[src/rtl/mem_access_stage_if.sv]
// Data-memory request/acknowledge bus between the memory stage and the data memory.
// Bit 0 is the most significant bit of every vector.
interface mem_access_stage_if;
  logic        dmem_req;
  logic        dmem_we;
  logic [0:31] dmem_addr;
  logic [0:3]  dmem_be;
  logic [0:31] dmem_wdata;
  logic [0:31] dmem_rdata;
  logic        dmem_ack;

  modport master (
    output dmem_req, dmem_we, dmem_addr, dmem_be, dmem_wdata,
    input  dmem_rdata, dmem_ack
  );

  modport slave (
    input  dmem_req, dmem_we, dmem_addr, dmem_be, dmem_wdata,
    output dmem_rdata, dmem_ack
  );
endinterface

[src/rtl/mem_access_stage.sv]
// Memory stage: big-endian load/store against the data memory with stall and
// timeout, producing the registered MEM/WB bundle.
//   state | meaning
//   IDLE  | no access outstanding; an aligned memory op requests this cycle
//   WAIT  | request held, pipe frozen, counting toward TIMEOUT
module mem_access_stage #(
  parameter int TIMEOUT = 255
) (
  input  logic               clk,
  input  logic               reset,
  input  logic [0:179]       exmem_in,
  input  logic               wb_regwrite,
  input  logic [0:4]         wb_dest,
  input  logic [0:31]        wb_value,
  mem_access_stage_if.master dmem,
  output logic               stall,
  output logic [0:106]       memwb_out
);

  typedef enum logic {IDLE, WAIT} state_t;

  state_t       state_q;
  logic [7:0]   cnt_q;
  logic [0:31]  wdata_q;
  logic [0:106] memwb_q;
  logic [0:106] memwb_d;

  logic [0:31] next_pc, alu_res, mem_val;
  logic [0:4]  dest_reg, rs2;
  logic        reg_write, mem_to_reg, mem_write, pc_to_reg, load_sign, trap;
  logic [0:1]  dsize, off;

  assign next_pc    = exmem_in[0:31];
  assign dest_reg   = exmem_in[64:68];
  assign alu_res    = exmem_in[69:100];
  assign pc_to_reg  = exmem_in[101];
  assign reg_write  = exmem_in[103];
  assign mem_to_reg = exmem_in[104];
  assign mem_write  = exmem_in[105];
  assign load_sign  = exmem_in[106];
  assign dsize      = exmem_in[107:108];
  assign mem_val    = exmem_in[142:173];
  assign rs2        = exmem_in[174:178];
  assign trap       = exmem_in[179];
  assign off        = alu_res[30:31];

  // opB, RegToPC and the leap fields belong to other stages
  logic unused_fields;
  assign unused_fields = ^{exmem_in[32:63], exmem_in[102], exmem_in[109:141]};

  logic is_store, is_load, is_mem, misaligned, access, in_wait;
  logic req, done_ack, timed_out, fwd, mis_flag, rw_out;
  logic [0:31] st_data, lane_wdata, load_data, ld_out;
  logic [0:3]  lane_be;
  logic [7:0]  ld_byte;
  logic [15:0] ld_half;

  assign is_store   = mem_write;
  assign is_load    = mem_to_reg & ~mem_write;
  assign is_mem     = is_store | is_load;
  assign misaligned = (dsize == 2'b01) ? off[1] : (dsize[0] ? (off != 2'b00) : 1'b0);
  assign access     = is_mem & ~trap & ~misaligned;
  assign in_wait    = (state_q == WAIT);

  // EX/MEM is frozen while waiting, so the request stays valid from the bundle
  assign req       = ~reset & (in_wait | access);
  assign done_ack  = req & dmem.dmem_ack;
  assign timed_out = in_wait & ~dmem.dmem_ack & (cnt_q == 8'(TIMEOUT));
  assign stall     = req & ~done_ack & ~timed_out;

  assign fwd     = wb_regwrite & (wb_dest == rs2) & (rs2 != 5'd0);
  assign st_data = fwd ? wb_value : mem_val;

  always_comb begin
    lane_be    = 4'b0000;
    lane_wdata = st_data;
    case (dsize)
      2'b00: begin
        lane_wdata   = {4{st_data[24:31]}};
        lane_be[off] = 1'b1;
      end
      2'b01: begin
        lane_wdata = {2{st_data[16:31]}};
        lane_be    = off[0] ? 4'b0011 : 4'b1100;
      end
      default: lane_be = 4'b1111;
    endcase
  end

  assign ld_byte = dmem.dmem_rdata[{off, 3'b000} +: 8];
  assign ld_half = off[0] ? dmem.dmem_rdata[16:31] : dmem.dmem_rdata[0:15];

  always_comb begin
    case (dsize)
      2'b00:   load_data = {{24{load_sign & ld_byte[7]}}, ld_byte};
      2'b01:   load_data = {{16{load_sign & ld_half[15]}}, ld_half};
      default: load_data = dmem.dmem_rdata;
    endcase
  end

  assign dmem.dmem_req   = req;
  assign dmem.dmem_we    = req & is_store;
  assign dmem.dmem_addr  = req ? {alu_res[0:29], 2'b00} : 32'd0;
  assign dmem.dmem_be    = req ? lane_be : 4'b0000;
  assign dmem.dmem_wdata = (req & is_store) ? (in_wait ? wdata_q : lane_wdata) : 32'd0;

  assign mis_flag = is_mem & ~trap & misaligned;
  assign rw_out   = reg_write & ~trap & ~mis_flag & ~timed_out;
  assign ld_out   = (is_load & done_ack) ? load_data : 32'd0;
  assign memwb_d  = {next_pc, alu_res, ld_out, dest_reg, rw_out, mem_to_reg,
                     pc_to_reg, trap, mis_flag, timed_out};

  always_ff @(posedge clk or posedge reset) begin
    if (reset) begin
      state_q <= IDLE;
      cnt_q   <= 8'd0;
      wdata_q <= 32'd0;
      memwb_q <= '0;
    end else begin
      memwb_q <= stall ? '0 : memwb_d;
      case (state_q)
        IDLE: begin
          if (access && !dmem.dmem_ack) begin
            state_q <= WAIT;
            cnt_q   <= 8'd1;
            wdata_q <= lane_wdata;
          end
        end
        WAIT: begin
          if (dmem.dmem_ack || timed_out) begin
            state_q <= IDLE;
            cnt_q   <= 8'd0;
          end else begin
            cnt_q <= cnt_q + 8'd1;
          end
        end
        default: state_q <= IDLE;
      endcase
    end
  end

  assign memwb_out = memwb_q;

endmodule

[src/flat_wrapper.sv]
// flat-port wrapper written by rule: the top's interface ports become plain ports
module mem_access_stage_flat 
#(
  parameter int TIMEOUT = 255
)
  (clk, reset, exmem_in, wb_regwrite, wb_dest, wb_value, stall, memwb_out, dmem_dmem_req, dmem_dmem_we, dmem_dmem_addr, dmem_dmem_be, dmem_dmem_wdata, dmem_dmem_rdata, dmem_dmem_ack);
  mem_access_stage_if dmem_i ();
  input  logic clk;
  input  logic reset;
  input  logic [0:179] exmem_in;
  input  logic wb_regwrite;
  input  logic [0:4] wb_dest;
  input  logic [0:31] wb_value;
  output logic stall;
  output logic [0:106] memwb_out;
  output wire logic [$bits(dmem_i.dmem_req)-1:0] dmem_dmem_req;
  output wire logic [$bits(dmem_i.dmem_we)-1:0] dmem_dmem_we;
  output wire logic [$bits(dmem_i.dmem_addr)-1:0] dmem_dmem_addr;
  output wire logic [$bits(dmem_i.dmem_be)-1:0] dmem_dmem_be;
  output wire logic [$bits(dmem_i.dmem_wdata)-1:0] dmem_dmem_wdata;
  input wire logic [$bits(dmem_i.dmem_rdata)-1:0] dmem_dmem_rdata;
  input wire logic [$bits(dmem_i.dmem_ack)-1:0] dmem_dmem_ack;
  assign dmem_dmem_req = dmem_i.dmem_req;
  assign dmem_dmem_we = dmem_i.dmem_we;
  assign dmem_dmem_addr = dmem_i.dmem_addr;
  assign dmem_dmem_be = dmem_i.dmem_be;
  assign dmem_dmem_wdata = dmem_i.dmem_wdata;
  assign dmem_i.dmem_rdata = dmem_dmem_rdata;
  assign dmem_i.dmem_ack = dmem_dmem_ack;
  mem_access_stage #(.TIMEOUT(TIMEOUT)) u_core (.clk(clk), .reset(reset), .exmem_in(exmem_in), .wb_regwrite(wb_regwrite), .wb_dest(wb_dest), .wb_value(wb_value), .dmem(dmem_i), .stall(stall), .memwb_out(memwb_out));
endmodule
[config.mk]
export PLATFORM = sky130hd
export DESIGN_NAME = mem_access_stage_flat
export DESIGN_NICKNAME = d
export VERILOG_FILES = /design/src/rtl/mem_access_stage_if.sv /design/src/rtl/mem_access_stage.sv /design/src/flat_wrapper.sv
export SDC_FILE = /design/constraint.sdc
export NUM_CORES = 1
export LEC_CHECK = 0
export CAP_MARGIN = 0
export CORE_AREA = 2 2 167 169
export DETAILED_ROUTE_END_ITERATION = 7
export DIE_AREA = 0 0 169 171
export GPL_TIMING_DRIVEN = 0
export PLACE_DENSITY = 0.6
export SYNTH_ARGS = -nofsm -noshare
export SYNTH_HDL_FRONTEND = slang
export SYNTH_SLANG_ARGS = --single-unit
[constraint.sdc]
create_clock -name clk -period 4.65 [get_ports clk]
set_input_delay 0.93 -clock clk [delete_from_list [all_inputs] [get_ports clk]]
set_output_delay 0.93 -clock clk [all_outputs]
set_load 0.05 [all_outputs]
# Yosys cells after proc, flatten, opt, wreduce, memory -nomap -nowiden
# Cells that the tools add are included.
dict set report classes {
  addsub 1
  multipliers 0
  div 0
  n_lt_le_gt_ge 2
  eq_ne 4
  shift 1
  muxes 22
  n_bitwise 32
  reduce_logical 8
}
# operator n
set ops {}
lappend ops {{$mux W32} 5}
lappend ops {{$pmux W32 S2} 2}
lappend ops {{$mux W107} 1}
lappend ops {{$shiftx A32 B6 Y33} 1}
lappend ops {{$and A1 B1 Y1} 19}
lappend ops {{$mux W16} 1}
lappend ops {{$mux W8} 2}
lappend ops {{$pmux W8 S2} 1}
lappend ops {{$not A1 Y1} 9}
lappend ops {{$add A8 B1 Y8 const B} 1}
lappend ops {{$eq A8 B8 Y1 const B} 1}
lappend ops {{$mux W4} 2}
lappend ops {{$pmux W4 S2} 1}
lappend ops {{$not A5 Y6} 1}
lappend ops {{$eq A5 B5 Y1} 1}
lappend ops {{$mux W1} 5}
lappend ops {{$reduce_bool A5 Y1} 1}
lappend ops {{$ge A3 B3 Y1 const B} 1}
lappend ops {{$lt A3 B1 Y1 const B} 1}
lappend ops {{$not A2 Y3} 1}
lappend ops {{$demux W1 S2} 1}
lappend ops {{$eq A2 B1 Y1 const B} 1}
lappend ops {{$logic_and A1 B1 Y1} 2}
lappend ops {{$logic_not A2 Y1} 1}
lappend ops {{7 further kinds} 8}
dict set report word_totals {
  reg_bits 148
  latch_bits 0
  ram_bits 0
  rom_bits 0
  in_bits 253
  output_inout_bits 178
  word_cells 74
  mem_count 0
}

# Longest topological paths before layout
# Gate-level depths: netlist of run 1.
dict set report logic_depth {
  word_depth 12
  mapped_depth 9
}

# Least setup slack after synthesis of run 1
# OpenSTA, ideal clock, no wires.
dict set report synth_timing {
  kind {input port to output port}
  from {input port exmem_in[108] in the netlist's numbering}
  to {output port dmem_dmem_wdata[24]}
  arrival_ns 3.411
  path_slack_ns 0.309
  cell_stages 7
  path_buffers 4
  cell_sequence {buf_2 or2_2 buf_2 buf_2 clkbuf_1 o22a_1 a221oi_1}
}
dict set report synth_via {
  elab_chain_cells 8
}
# item line
set synth_lines {}
lappend synth_lines {{start, declared} flat_wrapper.sv:10} ;# input logic [0:179] exmem_in;
lappend synth_lines {{$eq A2 B1 Y1} {mem_access_stage.sv:61, mem_access_stage.sv:77}}
lappend synth_lines {{$mux W1} mem_access_stage.sv:61} ;# assign misaligned = (dsize == 2'b01) ? off[1] : (dsize[0] ? (off != 2'b00) : 1'b0);
lappend synth_lines {{$not A1 Y1} mem_access_stage.sv:62} ;# assign access = is_mem & ~trap & ~misaligned;
lappend synth_lines {{$and A1 B1 Y1} mem_access_stage.sv:62}
lappend synth_lines {{$or A1 B1 Y1} mem_access_stage.sv:66} ;# assign req = ~reset & (in_wait | access);
lappend synth_lines {{$and A1 B1 Y1} mem_access_stage.sv:66}
lappend synth_lines {{$and A1 B1 Y1} mem_access_stage.sv:105} ;# assign dmem.dmem_wdata = (req & is_store) ? (in_wait ? wdata_q : lane_wdata) : 32'd0;
lappend synth_lines {{$mux W32 (*)} mem_access_stage.sv:105}
lappend synth_lines {{end, declared} flat_wrapper.sv:20} ;# output wire logic [$bits(dmem_i.dmem_wdata)-1:0] dmem_dmem_wdata;
# Every way passes the cells marked *; elsewhere a longest branch is shown, timed or not.

# Worst setup path after layout of run 1
dict set report layout_timing {
  from {input port exmem_in[108] in the netlist's numbering}
  to {output port dmem_dmem_wdata[25]}
}
# Same word-level chain as after synthesis.

==> results.toml, run 1 <==
[setup_path]
start_kind = "primary input"
cp_slowest_cell = "clkdlybuf4s50_1"
cp_max_fo = 10
crit_chain = "clkdlybuf4s50_1 -> buf_2 -> or2_2 -> buf_2 -> buf_2 -> clkbuf_2 -> o22ai_1 -> o31a_1 -> clkdlybuf4s15_2"
cpMostUsedCell = "buf_2"
critPathCaptureType = "output port"
r2r_start = "u_core.in_wait"
worstPathRequired_ns = 3.72
r2r_cells = 7
critPathKind = "in -> out"
cp-endpoint = "dmem_dmem_wdata[25]"
critical_path.startpoint = "exmem_in[108]"
critPathMaxStageDelay_ns = 0.53
r2r-end = "u_core.memwb_out[58]"
crit_arrival_ns = 3.61
ff2ff_setup_slack_ns = 2.18

[route]
vias_per_cell = 4.75
drt_iter0_markers = 474
avgRoutedWirePerCell_um = 19.7
via_count = 6977
antenna_left = 0
drtPass1Iterations = 5
route.detailed.drc = 0
wirelength_um = 29000

[die]
die_w_um = 169
rows = 61
die_area_sq_um = 28900
start_util = 0.270
core_area_sq_um = 27300
ios = 431
die_h_um = 171

[power]
p_per_area_nw_per_um2 = 324
intPower_mw = 2.60
power_frac_seq = 0.378
switching_share = 0.333
pwr-share-comb = 0.262
power_frac_clock = 0.359
p_leak_nw = 5.29
ir_drop_uv = 218
p_sw_mw = 1.30

[clock_network]
clock-sinks = 148
clockRootBuffer = "clkbuf_16"
cts_buffers = 17
clockBufferDepth = 2
clk_pin_slew_worst_paths_ns = 0.07
cts.htree.levels = 4
clk-insertion-delay-late_ns = 0.42
cts_tree = "yes"

[timing]
hold_ws_ns = 0.480
slew_headroom = 0.395
setup_slack_ns = 0.106
hold_violations = 0
period_share = 0.977
finClkSkew_ns = 0.0143
setup_violations = 0
rsz0062_at_grt = "yes"
fmax_mhz = 220
worstMarginPinSlew_ns = 0.900
setup_tns_ns = 0
drv_slew = 0
fin_crit_ns = 4.54

[synth]
synth_edf_count = 0
ys_top_cells_by_count = "dfrtp_1, nor2b_1, mux2i_1, nor2_1, nand2_1"
ys_ff_latch = 148
synth_top_area_frac = 0.502
synth_area_leader_cell = "dfrtp_1"
synth.most_common_cell = "dfrtp_1"
synth.avg_cell_area_sq_um = 10.2
syn_area_sq_um = 7380
synthTopCellsByArea = "dfrtp_1, mux2i_1, nor2b_1"
ys_seq_area_frac = 0.502
synthArstFlopShare = 1.00
synthCells = 722
synthDistinctLibCells = 53
yosys_warnings = 0
synthFlopType = "dfrtp_1"

[place]
dp_hpwl_um = 22900
gp_congestion = 0.828
io_buffer_count = 360
dpl_worst_slack_ns = -0.630

[finish]
drive_above_1_share = 0.114
syn_to_final_growth_pct = 62.9
regArea_sq_um = 3700
layout.nets = 1362
multi_input_comb_area_sq_um = 3320
fin_util = 0.440
nFillCells = 2699

[grt]
track_usage = 0.198
grt_pass1_vias = 7086
grt_antenna_before_repair = 1
grt_pass1_wl_um = 42700
grt_max_degree = 41
overflow = 0

[run_status]
status = "finished clean"

[run]
drv_cap = 0

[min_path]
hold_path.class = "reg -> reg"
-- registers in the layout, indices dropped and copies added, names as in the netlist --
register	count
u_core.memwb_out	107
u_core.in_wait	1
u_core.cnt_q	8
u_core.wdata_q	32
-- worst min-delay path by stage --
stage | startpoint | to | cells past startpoint
2_1_floorplan | u_core.wdata_q[10] | u_core.wdata_q[10] | 2
3_3_place_gp | u_core.wdata_q[12] | u_core.wdata_q[12] | 2
3_5_place_dp | u_core.wdata_q[12] | u_core.wdata_q[12] | 2
4_1_cts | u_core.wdata_q[12] | u_core.wdata_q[12] | 2
5_1_grt | u_core.wdata_q[13] | u_core.wdata_q[13] | 2
6_report | u_core.wdata_q[19] | u_core.wdata_q[19] | 2
-- kinds of logic (layout without fill, tap and decap cells) --
kind of cell | after synthesis | in the layout | share of synthesized area
simple gates | 228 | 228 | 0.160
flops | 148 | 148 | 0.502
fa+ha+maj | 1 | 1 | 0.00170
compound gates | 176 | 176 | 0.161
other cells | 1 | 3 | 0.000508
mux | 80 | 80 | 0.117
xor+xnor | 5 | 5 | 0.00594
buf+inv | 83 | 481 | 0.0512
-- critical path: cells and delay by family --
kind | cells | cell delay [ns]
buffers and inverters | 6 | 2.00
AND/OR/NAND/NOR | 1 | 0.15
AO/OA/AOI/OAI | 2 | 0.52
-- power by group through the flow --
| stage | combinational (mW) | sequential [mW] | clock (mW) |
|---|---|---|---|
| 2_1_floorplan | 0.427 | 1.66 | 0 |
| 3_3_place_gp | 1.02 | 1.49 | 0 |
| 3_5_place_dp | 1.04 | 1.50 | 0 |
| 4_1_cts | 1.03 | 1.47 | 1.44 |
| 5_1_grt | 1.10 | 1.49 | 1.49 |
| 6_report | 1.02 | 1.47 | 1.40 |
-- repair_timing --
item | in CTS | in global routing
gates resized for setup | 88 | 38
gates cloned | 0 | 0
setup buffers | 0 | 2
endpoints found under the setup margin | 67 | 24
pin swaps | 1 | 1
hold buffers | 0 | 0
-- per-layer routing --
| layer | track usage | part of all wire |
|---|---|---|
| met1 | 0.233 | 0.40 |
| met2 | 0.355 | 0.50 |
| met3 | 0.0564 | 0.079 |
| met4 | 0.0498 | 0.014 |
| met5 | 0 | 0 |
-- cell type report --
type,count,area share
Sequential cell,148,0.308
Timing Repair Buffer,366,0.297
Multi-Input combinational cell,492,0.276
Tap cell,346,0.0360
Clock buffer,17,0.0354
Buffer,55,0.0236
Clock inverter,15,0.0136
Inverter,28,0.00906
Antenna cell,1,0.000208
-- layout by cell type (no fill, tap or decap), types with 7 or more instances in the layout --
master and instances:
clkdlybuf4s50_1 294, dfrtp_1 148, nor2b_1 74, mux2i_1 55
nor2_1 53, nand2_1 49, a21oi_1 43, dlygate4sd2_1 43
o21ai_0 40, clkbuf_1 30, and2_1 30, inv_1 25
mux2_2 19, clkbuf_2 18, clkbuf_16 17, o21a_1 16
a22oi_1 13, buf_4 12, buf_2 10, a21oi_2 10
a211oi_1 8, o22a_1 7, a221oi_1 7
-- through the flow --
stage          cell area, sq um  std cells  total power [mW]
2_1_floorplan              7380        723              2.08
4_1_cts                   12000       1465              3.94
5_1_grt                   12000       1468              4.07
6_report                  12000       1468              3.89
3_3_place_gp              11400       1429              2.51
3_5_place_dp              11500       1433              2.53
Power figures use the tool's default switching activity.
==> inputs of run 2 (changes only) <==
--- a/config.mk
+++ b/config.mk
@@ -9,7 +9,6 @@
 export CORE_AREA = 2 2 167 169
 export DETAILED_ROUTE_END_ITERATION = 7
 export DIE_AREA = 0 0 169 171
-export GPL_TIMING_DRIVEN = 0
 export PLACE_DENSITY = 0.6
 export SYNTH_ARGS = -nofsm -noshare
 export SYNTH_HDL_FRONTEND = slang
==> run 2 against run 1 <==
Compared with the run above: final area increased by 5.4%; critical endpoint is now dmem_dmem_wdata[24]; sequential power about the same; largest cell class unchanged; largest power group unchanged; flip-flop and latch count did not move; first-iteration DRC count decreased by 19%.
==> results.toml, run 2 (synthesis results as in run 1) <==
[route]
wirelength_um = 27100
antenna_left = 0
route.detailed.drc = 0
drt_iter0_markers = 384
via_count = 6768
avgRoutedWirePerCell_um = 18.9
drtPass1Iterations = 7
vias_per_cell = 4.73

[clock_network]
clock-sinks = 148
cts_buffers = 17
cts_resized = 0
cts_tree = "yes"
clk-insertion-delay-late_ns = 0.43
cts.htree.levels = 4
cts-hold-fix-buffers = 0
clk_pin_slew_worst_paths_ns = 0.07
clockRootBuffer = "clkbuf_16"
clockBufferDepth = 2

[setup_path]
critPathMaxStageDelay_ns = 0.57
critPathBufInv = 4
critPathKind = "in -> out"
crit_arrival_ns = 3.40
worstPathRequired_ns = 3.72
cp_top_family = "compound AO/OA/AOI/OAI gates"
crit_chain = "clkdlybuf4s50_1 -> o41ai_1 -> a211oi_4 -> buf_12 -> buf_4 -> mux2_2 -> a21oi_1 -> a221oi_1 -> buf_12"
critPathCaptureType = "output port"
ff2ff_setup_slack_ns = 1.09
start_kind = "primary input"
cp_slowest_cell = "o41ai_1"
cpMostUsedCell = "buf_12"
cp_max_fo = 9

[power]
finalPower_mw = 4.00
p_per_area_nw_per_um2 = 316
p_leak_nw = 5.34
ir_drop_uv = 237

[finish]
drive_above_1_share = 0.157
final_common_cell = "clkdlybuf4s50_1"
multi_input_comb_area_sq_um = 3320
final_area_sq_um = 12700
syn_to_final_growth_pct = 71.7
layout.nets = 1326
fin_cells = 1432
largest_reg_flops = 107
nFillCells = 2545
fin_util = 0.463
layout_common_cells = "clkdlybuf4s50_1, dfrtp_1, nor2b_1, buf_12, mux2i_1"
regArea_sq_um = 3700

[grt]
track_usage = 0.184
grt_antenna_before_repair = 0
use_met2 = 0.316
met1_usage = 0.213
overflow = 0
grt_pass1_wl_um = 40200
grt_max_degree = 90
grt_use_met3 = 0.0706
grt_pass1_vias = 6581
grt-busiest-layer = "met2"

[min_path]
hold_path.class = "reg -> reg"

[timing]
hold_violations = 0
finClkSkew_ns = 0.0202
drv_slew = 0
fin_crit_ns = 4.33
hold_ws_ns = 0.480
setup_slack_ns = 0.323
fmax_mhz = 231
slew_headroom = 0.398
rsz0062_at_grt = "no"
setup_violations = 0
period_share = 0.930
worstMarginPinSlew_ns = 0.903
setup_tns_ns = 0

[die]
die_h_um = 171
ios = 431
rows = 61
core_area_sq_um = 27300
die_area_sq_um = 28900
die_w_um = 169
start_util = 0.270

[place]
dpl_worst_slack_ns = -0.0897
place_area_sq_um = 12000
gp_congestion = 0.829
io_buffer_count = 362
dp_hpwl_um = 20700
post-place-cells = 1397

[run]
drv_cap = 0

[run_status]
status = "finished clean"
==> run 2: cell count changes in the layout (fill, tap and decap cells not counted), moves of 2 or more <==
cell / change
clkbuf_1: -30
dlygate4sd2_1: -43
clkdlybuf4s15_2: -2
buf_4: +11
buf_2: -9
clkdlybuf4s50_1: -2
buf_12: +64
mux2i_1: +3
buf_6: -3
clkdlybuf4s15_1: -4
mux2i_2: -3
inv_6: -2
clkbuf_2: -18
==> run 2: path summary, 6_finish.rpt <==
check	start	to	cells past startpoint
setup / recovery	exmem_in[176]	dmem_dmem_wdata[24]	9
hold / removal	u_core.wdata_q[14]	u_core.wdata_q[14]	2
setup reg to reg	u_core.in_wait	u_core.memwb_out[74]	7
hold reg to reg	u_core.wdata_q[14]	u_core.wdata_q[14]	2
max in group asynchronous	reset	u_core.memwb_out[27]	3
min in group asynchronous	reset	u_core.memwb_out[101]	3
==> run 2: report_power, final <==
group / internal (mW) / switching (mW)
Sequential: 1.41 / 0.0564
Clock: 0.818 / 0.630
Combinational: 0.478 / 0.600
Total: 2.71 / 1.29
==> run 2: timing repair <==
item | 4_1_cts | 5_1_grt
endpoints found under the setup margin | 10 | 0
hold endpoints to repair | 0 | 0
setup buffers | 2 | 0
==> run 2: worst register-to-register path, delay by kind of cell (launching register included) <==
| family | cells | cell delay [ns] |
|---|---|---|
| AO/OA/AOI/OAI | 2 | 0.64 |
| AND/OR/NAND/NOR | 2 | 0.98 |
| buffers and inverters | 3 | 1.52 |
| flip-flops | 1 | 0.32 |
==> run 2: area by class of cell <==
cell class / instances / area share
repair buffers: 385 / 0.354
flip-flops and latches: 148 / 0.292
multi-input cells: 492 / 0.262
well taps: 346 / 0.0342
clock buffers: 17 / 0.0336
clock inverters: 15 / 0.0148
inverters: 28 / 0.00860
diodes: 1 / 0.000198
==> run 2: layer usage <==
metal,vias to the layer above,part of all wire
met4,0,0.021
met5,-,0
met1,3264,0.39
met2,293,0.49
met3,27,0.092
li1,3184,-
==> inputs of run 3 (changes only) <==
--- a/config.mk
+++ b/config.mk
@@ -5,10 +5,12 @@
 export SDC_FILE = /design/constraint.sdc
 export NUM_CORES = 1
 export LEC_CHECK = 0
+export ABC_CLOCK_PERIOD_IN_PS = 4650
 export CAP_MARGIN = 0
 export CORE_AREA = 2 2 167 169
 export DETAILED_ROUTE_END_ITERATION = 7
 export DIE_AREA = 0 0 169 171
+export GPL_ROUTABILITY_DRIVEN = 0
 export PLACE_DENSITY = 0.6
 export SYNTH_ARGS = -nofsm -noshare
 export SYNTH_HDL_FRONTEND = slang
==> results of run 3 <==
The final DEF is identical to that of run 2; final timing and power are the same.
